$ cat config.mk
export PLATFORM = sky130hd
export DESIGN_NAME = mem_stage
export DESIGN_NICKNAME = d
export VERILOG_FILES = /design/src/rtl/mem_stage.sv
export SDC_FILE = /design/constraint.sdc
export NUM_CORES = 1
export LEC_CHECK = 0
export BUFFER_PORTS_ARGS = -buffer_cell sky130_fd_sc_hd__buf_4
export CAP_MARGIN = 40
export CORE_MARGIN = 3
export CORE_UTILIZATION = 45
export DETAILED_ROUTE_END_ITERATION = 12
export PLACE_DENSITY = 0.77
export SLEW_MARGIN = 30
export SYNTH_ARGS = -nofsm -noshare
export SYNTH_HDL_FRONTEND = slang
export SYNTH_SLANG_ARGS = --single-unit
$ cat constraint.sdc
create_clock -name clk -period 2.1 [get_ports clk]
set_input_delay 0.21 -clock clk [delete_from_list [all_inputs] [get_ports clk]]
set_output_delay 0.21 -clock clk [all_outputs]
set_load 0.05 [all_outputs]
$ cat src/rtl/mem_stage.sv
// Memory-access stage: hands operations from execute to write-back, performing
// data-memory loads/stores over a req/ack bus with a bounded wait.
module mem_stage #(
    parameter int N       = 32,
    parameter int R       = 4,
    parameter int TIMEOUT = 255
) (
    input  logic         clk,
    input  logic         rst,
    input  logic         ex_valid,
    output logic         ex_ready,
    input  logic [N-1:0] alu_result_in,
    input  logic [N-1:0] store_data,
    input  logic         mem_read_in,
    input  logic         mem_write_in,
    input  logic         wd_selector_in,
    input  logic         reg_write_in,
    input  logic [R-1:0] rd_in,
    output logic         mem_req,
    output logic         mem_we,
    output logic [N-1:0] mem_addr,
    output logic [N-1:0] mem_wdata,
    input  logic [N-1:0] mem_rdata,
    input  logic         mem_ack,
    output logic         wb_valid,
    output logic         wd_selector,
    output logic [N-1:0] read_data,
    output logic [N-1:0] alu_result,
    output logic [R-1:0] rd,
    output logic         reg_write,
    output logic         mem_error
);
    localparam int CW = 8;

    typedef enum logic {IDLE, ACCESS} state_t;

    state_t         state_q, state_d;
    logic [CW-1:0]  cnt_q, cnt_d;
    logic           mem_req_q, mem_req_d, mem_we_q, mem_we_d;
    logic [N-1:0]   mem_addr_q, mem_addr_d, mem_wdata_q, mem_wdata_d;
    logic           wb_valid_q, wb_valid_d, reg_write_q, reg_write_d;
    logic           wd_selector_q, wd_selector_d, mem_error_q, mem_error_d;
    logic [N-1:0]   read_data_q, read_data_d, alu_result_q, alu_result_d;
    logic [R-1:0]   rd_q, rd_d;
    // operation held while the bus access is outstanding
    logic [N-1:0]   cap_alu_q, cap_alu_d;
    logic [R-1:0]   cap_rd_q, cap_rd_d;
    logic           cap_wsel_q, cap_wsel_d, cap_rw_q, cap_rw_d, cap_load_q, cap_load_d;

    logic is_mem, both, aligned;

    assign is_mem  = mem_read_in | mem_write_in;
    assign both    = mem_read_in & mem_write_in;
    assign aligned = (alu_result_in[1:0] == 2'b00);

    always_comb begin
        state_d       = state_q;
        cnt_d         = cnt_q;
        mem_req_d     = mem_req_q;
        mem_we_d      = mem_we_q;
        mem_addr_d    = mem_addr_q;
        mem_wdata_d   = mem_wdata_q;
        wb_valid_d    = 1'b0;
        reg_write_d   = 1'b0;
        wd_selector_d = wd_selector_q;
        read_data_d   = read_data_q;
        alu_result_d  = alu_result_q;
        rd_d          = rd_q;
        mem_error_d   = mem_error_q;
        cap_alu_d     = cap_alu_q;
        cap_rd_d      = cap_rd_q;
        cap_wsel_d    = cap_wsel_q;
        cap_rw_d      = cap_rw_q;
        cap_load_d    = cap_load_q;
        case (state_q)
            IDLE: begin
                if (ex_valid) begin
                    if (is_mem && aligned) begin
                        // read+write together is executed as a store that never writes back
                        cap_alu_d   = alu_result_in;
                        cap_rd_d    = rd_in;
                        cap_wsel_d  = wd_selector_in;
                        cap_rw_d    = reg_write_in & ~both;
                        cap_load_d  = mem_read_in & ~mem_write_in;
                        mem_req_d   = 1'b1;
                        mem_we_d    = mem_write_in;
                        mem_addr_d  = {2'b00, alu_result_in[N-1:2]};
                        mem_wdata_d = store_data;
                        cnt_d       = '0;
                        state_d     = ACCESS;
                        if (both) mem_error_d = 1'b1;
                    end else begin
                        wb_valid_d    = 1'b1;
                        reg_write_d   = reg_write_in & ~is_mem;
                        wd_selector_d = wd_selector_in;
                        read_data_d   = '0;
                        alu_result_d  = alu_result_in;
                        rd_d          = rd_in;
                        if (is_mem) mem_error_d = 1'b1;
                    end
                end
            end
            ACCESS: begin
                cnt_d = cnt_q + 1'b1;
                if (mem_ack || cnt_q == CW'(TIMEOUT - 1)) begin
                    mem_req_d     = 1'b0;
                    wb_valid_d    = 1'b1;
                    wd_selector_d = cap_wsel_q;
                    alu_result_d  = cap_alu_q;
                    rd_d          = cap_rd_q;
                    state_d       = IDLE;
                    if (mem_ack) begin
                        reg_write_d = cap_rw_q;
                        read_data_d = cap_load_q ? mem_rdata : '0;
                    end else begin
                        reg_write_d = 1'b0;
                        read_data_d = '0;
                        mem_error_d = 1'b1;
                    end
                end
            end
            default: state_d = IDLE;
        endcase
    end

    always_ff @(posedge clk) begin
        if (rst) begin
            state_q       <= IDLE;
            cnt_q         <= '0;
            mem_req_q     <= 1'b0;
            mem_we_q      <= 1'b0;
            mem_addr_q    <= '0;
            mem_wdata_q   <= '0;
            wb_valid_q    <= 1'b0;
            reg_write_q   <= 1'b0;
            wd_selector_q <= 1'b0;
            read_data_q   <= '0;
            alu_result_q  <= '0;
            rd_q          <= '0;
            mem_error_q   <= 1'b0;
            cap_alu_q     <= '0;
            cap_rd_q      <= '0;
            cap_wsel_q    <= 1'b0;
            cap_rw_q      <= 1'b0;
            cap_load_q    <= 1'b0;
        end else begin
            state_q       <= state_d;
            cnt_q         <= cnt_d;
            mem_req_q     <= mem_req_d;
            mem_we_q      <= mem_we_d;
            mem_addr_q    <= mem_addr_d;
            mem_wdata_q   <= mem_wdata_d;
            wb_valid_q    <= wb_valid_d;
            reg_write_q   <= reg_write_d;
            wd_selector_q <= wd_selector_d;
            read_data_q   <= read_data_d;
            alu_result_q  <= alu_result_d;
            rd_q          <= rd_d;
            mem_error_q   <= mem_error_d;
            cap_alu_q     <= cap_alu_d;
            cap_rd_q      <= cap_rd_d;
            cap_wsel_q    <= cap_wsel_d;
            cap_rw_q      <= cap_rw_d;
            cap_load_q    <= cap_load_d;
        end
    end

    assign ex_ready    = (state_q == IDLE);
    assign mem_req     = mem_req_q;
    assign mem_we      = mem_we_q;
    assign mem_addr    = mem_addr_q;
    assign mem_wdata   = mem_wdata_q;
    assign wb_valid    = wb_valid_q;
    assign reg_write   = reg_write_q;
    assign wd_selector = wd_selector_q;
    assign read_data   = read_data_q;
    assign alu_result  = alu_result_q;
    assign rd          = rd_q;
    assign mem_error   = mem_error_q;
endmodule

# After elaboration in Yosys (flattened, before gate mapping)
# Index checks and enable logic that the tools add are counted.
# totals
reg_bits,184
in_bits,108
output_inout_bits,139
wordCells,89
# classes
add_sub_neg,1
eq_ne,8
n_mux,45
bitwise,9
n_reduce_logical,8
# op_table
cell,count
32-bit 2-to-1 mux,8
32-bit one-hot mux with 2 select lines,2
1-bit 2-to-1 mux,22
8-bit 2-to-1 mux,2
8-bit one-hot mux with 2 select lines,1
4-bit 2-to-1 mux,3
1-bit one-hot mux with 2 select lines,6
3-bit AND reduction,3
"8-bit by 1-bit adder with 8-bit output, second input constant",1
"8-bit equality test, second input constant",1
4-bit one-hot mux with 2 select lines,1
"2-bit != test, second input constant",3
5-bit AND reduction,1
1-bit AND,4
"2-bit by 1-bit != test with 1-bit output, second input constant",2
1-bit inverter,4
"3-bit by 1-bit != test with 1-bit output, second input constant",1
"3-bit != test, second input constant",1
2-bit logical NOT,1
2-bit AND reduction,1
1-bit logical AND,1
1-bit logical OR,1
1-bit bitwise OR,1

# Logic depth before layout (Yosys ltp)
# logic_depth
depth_word,6
mapped_depth,8

# Worst setup path before layout
# OpenSTA, ideal clock, no wires.
# synth_path
kind,register to register
from,register cnt_q[0]
to,register alu_result_q[10] (netlist: alu_result[10])
setup_time_ns,0.081
arrival_ns,1.488
required_ns,2.019
setup_slack_ns,0.531
stages_incl_launch_ff,9
synth_period_minus_slack_ns,1.569
cell_sequence,dfxtp_1 > inv_1 > ha_1 > nand4_1 > o21ai_2 > or2_1 > buf_4 > buf_6 > a211oi_2
# synth_via
elab_chain_cells,4
# synth_rtl
item,line,text
start: declaration,38,"logic [CW-1:0] cnt_q, cnt_d;"
start signal: assignment,148,cnt_q <= cnt_d;
8-bit equality test,105,if (mem_ack || cnt_q == CW'(TIMEOUT - 1)) begin
1-bit logical OR,105,
2-bit by 1-bit != test with 1-bit output (no line),--,
3-bit AND reduction (no line),--,
end signal: assignment,157,alu_result_q <= alu_result_d;
end: declaration,43,"logic [N-1:0] read_data_q, read_data_d, alu_result_q, alu_result_d;"
# No other way between the ends.
# A chain may end at the register's enable or synchronous reset.

# Worst setup path in the final report
# layout_path
from,register state_q
to,output ex_ready
# layout_via
elab_chain_cells,1
# layout_rtl
item,line,text
start: declaration,37,"state_t state_q, state_d;"
start signal: assignment,147,state_q <= state_d;
1-bit inverter (no line),--,
end: declaration,11,"output logic ex_ready,"
# No other way between the ends.

==> impl_metrics.json <==
{
  "outcome": "finished clean",
  "postCtsSetupRepairBufs": 0,
  "syn2layout_area_growth_pct": 37.62,
  "drv_slew": 0,
  "vias": 5321,
  "async_flop_share": 0,
  "dieArea_um2": 15060,
  "io_pins": 247,
  "crit_type": "register to primary output",
  "irDropWorstVdd_mv": 0.7008,
  "antenna_found_initial": 2,
  "synth_top_area_share": 0.5030,
  "hold_end": "read_data[7]$_SDFFE_PP0P_",
  "synth_commonest_cells": "dfxtp_1 (154), nand2_1 (140), a21oi_1 (76)",
  "cp-start-kind": "register",
  "grt_util_all_layers": 0.2101,
  "post_synth_num_cell_types": 43,
  "worst-path-max-fanout": 22,
  "syn-instance-count": 659,
  "cts_max_level": 4,
  "finalHoldViolCount": 0,
  "min_from": "mem_rdata[7]",
  "path_clk_slew_ns": 0.06,
  "cp_top_family": "buffers and inverters",
  "arrival_ns": 1.67,
  "holdCritPathClass": "input pin to register",
  "setup_viol": 0,
  "crit_slowest_cell": "dfxtp_2",
  "drc_errors": 0,
  "cts_sinks": 154,
  "ys_warn_count": 0,
  "slew_headroom": 0.6519,
  "dr.first_iter.drc_count": 341,
  "via_per_inst": 5.107,
  "final_util": 0.6345,
  "tns_ns": 0,
  "intPower_uw": 5338,
  "cp-end-kind": "primary output",
  "wirelength_um": 16270,
  "cp_common_cell": "buf_4",
  "post_cts_resized": 0,
  "cpPeakStageDelay_ns": 0.50,
  "critical_path_buf_inv_count": 3,
  "r2r-end": "alu_result[30]$_SDFFE_PP0P_",
  "skew_ns": 0.004579,
  "grt_max_degree": 80,
  "p_clk_frac": 0.411,
  "p_switching_uw": 1934,
  "reg2reg_depth": 7,
  "cap_violations": 0,
  "pwr-share-seq": 0.428,
  "avgSynthCellArea_um2": 9.301,
  "worstReg2RegStart": "cnt_q[0]$_SDFFE_PP0P_",
  "power.leakage_uw": 0.003492,
  "required_ns": 1.89,
  "synth_edf_count": 0,
  "p_comb_frac": 0.161,
  "port_buffers": 244,
  "rows": 42,
  "rsz0062_at_grt": "no",
  "rrSetupSlack_ns": 0.23,
  "grt_pass1_wl_um": 25240,
  "core-area_um2": 13300,
  "drive_above_1_share": 0.3672,
  "clk_latency_ns": 0.41,
  "clockRootBuffer": "clkbuf_16",
  "synth_top_area_cell": "dfxtp_1",
  "initial_utilization": 0.4610,
  "seq_area_frac_synth": 0.5030,
  "path_cells": "buf_4 -> inv_2 -> buf_4",
  "power_density_nw_per_um2": 862.1,
  "synth_area_um2": 6130,
  "min_period_over_period": 0.8950,
  "yosysMostFrequentCell": "dfxtp_1",
  "cts_tree": "yes",
  "ant_nets": 0,
  "dieWidth_um": 122.7,
  "die_height_um": 122.7,
  "fin_crit_ns": 1.880,
  "place_congestion": 0.7948,
  "diodes": 0,
  "p_sw_frac": 0.2660,
  "cts.path.max_buffers": 2,
  "synth.area.top_cells": "dfxtp_1 (50%), nand2_1 (8.6%), a21oi_1 (6.2%)",
  "grt_overflow_total": 0,
  "fmax_mhz": 532.0,
  "routedWlPerCell_um": 15.62,
  "dp_hpwl_um": 11500,
  "cts_made_buffers": 17,
  "layout.nets": 963,
  "worst_pin_slew_ns": 0.5198,
  "first_pass_iters": 4,
  "min_delay_path_depth": 2,
  "grt_pass1_vias": 5135,
  "ys_ff_latch": 154,
  "synth-main-ff-cell": "dfxtp_1"
}
placed cells by master (no fill, tap or decap), drive strengths merged:
cell type	n
nand4	4
conb	2
and3	2
mux2i	38
a2bb2oi	2
or4	1
dlygate4sd3	2
or3	3
or2	3
xor2	1
nor2b	2
o22ai	1
and2	1
o21a	1
a22o	32
nand2b	2
clkinv	5
o211ai	1
nand3	6
ha	2
a21oi	77
bufinv	2
clkbuf	25
inv	2
nor3b	3
nor3	41
a211oi	37
dfxtp	154
nand2	140
buf	257
o21ai	4
a31oi	3
nor2	10
worst max-delay path by stage:
stage | slack (ns) | startpoint | cells past startpoint | endpoint
2_1_floorplan | 0.53 | cnt_q[0]$_SDFFE_PP0P_ | 8 | alu_result[10]$_SDFFE_PP0P_
3_3_place_gp | 0.33 | cnt_q[0]$_SDFFE_PP0P_ | 7 | wb_valid$_SDFF_PP0_
3_5_place_dp | 0.24 | cnt_q[0]$_SDFFE_PP0P_ | 7 | alu_result[30]$_SDFFE_PP0P_
4_1_cts | 0.19 | state_q$_SDFF_PP0_ | 3 | ex_ready
5_1_grt | 0.13 | state_q$_SDFF_PP0_ | 3 | ex_ready
6_report | 0.22 | state_q$_SDFF_PP0_ | 3 | ex_ready
state kept, by name, indices dropped and copies added (netlist names), 4 cells and up:
| signal | cells |
|---|---|
| rd | 4 |
| mem_wdata | 32 |
| cnt_q | 8 |
| cap_rd_q | 4 |
| read_data | 32 |
| cap_alu_q | 31 |
| alu_result | 32 |
logic make-up after synthesis:
logic type                 Yosys count  synth area share
DFF                                154            0.5030
other                                1         0.0006118
and+or+nand+nor                    218            0.1560
xor gates and xnor gates             1          0.001429
buffers and inverters               87           0.08757
AOI/OAI and AO/OA                  158            0.1853
adders and majority gates            2          0.004082
muxes                               38           0.06205
stage by stage:
step / total power, uW / setup slack [ns] / cell area (um^2) / cells / hold slack (ns)
6_report: 7272 / 0.2204 / 8436 / 1042 / 0.01679
5_1_grt: 7550 / 0.1284 / 8436 / 1042 / 0.00009542
4_1_cts: 7339 / 0.1904 / 8436 / 1042 / 0.0001601
3_5_place_dp: 4351 / 0.2431 / 7831 / 1008 / 0.4314
3_3_place_gp: 4338 / 0.3338 / 7831 / 1008 / 0.4256
2_1_floorplan: 3947 / 0.5311 / 6133 / 660 / 0.3430
layout make-up:
cell class	instances	area (um^2)
clock buffers	25	495.5
clock inverters	7	88.84
fillers	1159	4860
inverters	2	7.507
multi-input cells	419	2540
flip-flops and latches	154	3084
well taps	176	220.2
repair buffers	259	1999
routing by layer:
metal / track usage / vias to the layer above / routed length (um) / share of wire
met5: 0 / - / 34 / 0.0021
met4: 0.08957 / 4 / 531 / 0.033
met3: 0.06866 / 34 / 1107 / 0.068
met2: 0.3406 / 183 / 8053 / 0.49
met1: 0.2559 / 2458 / 6544 / 0.40
li1: - / 2642 / - / -
power by group through the flow:
stage | sequential, uW | clock, uW | combinational [uW]
2_1_floorplan | 3470 | 0 | 475
3_3_place_gp | 3170 | 0 | 1170
3_5_place_dp | 3170 | 0 | 1180
4_1_cts | 3110 | 3040 | 1180
5_1_grt | 3130 | 3180 | 1250
6_report | 3110 | 2990 | 1170
what timing repair did:
action | in CTS | in global routing
hold buffers | 2 | 0
endpoints found under the hold margin | 2 | 0
setup endpoints to repair | 0 | 0
No activity file was read; power rests on OpenSTA's default activity.
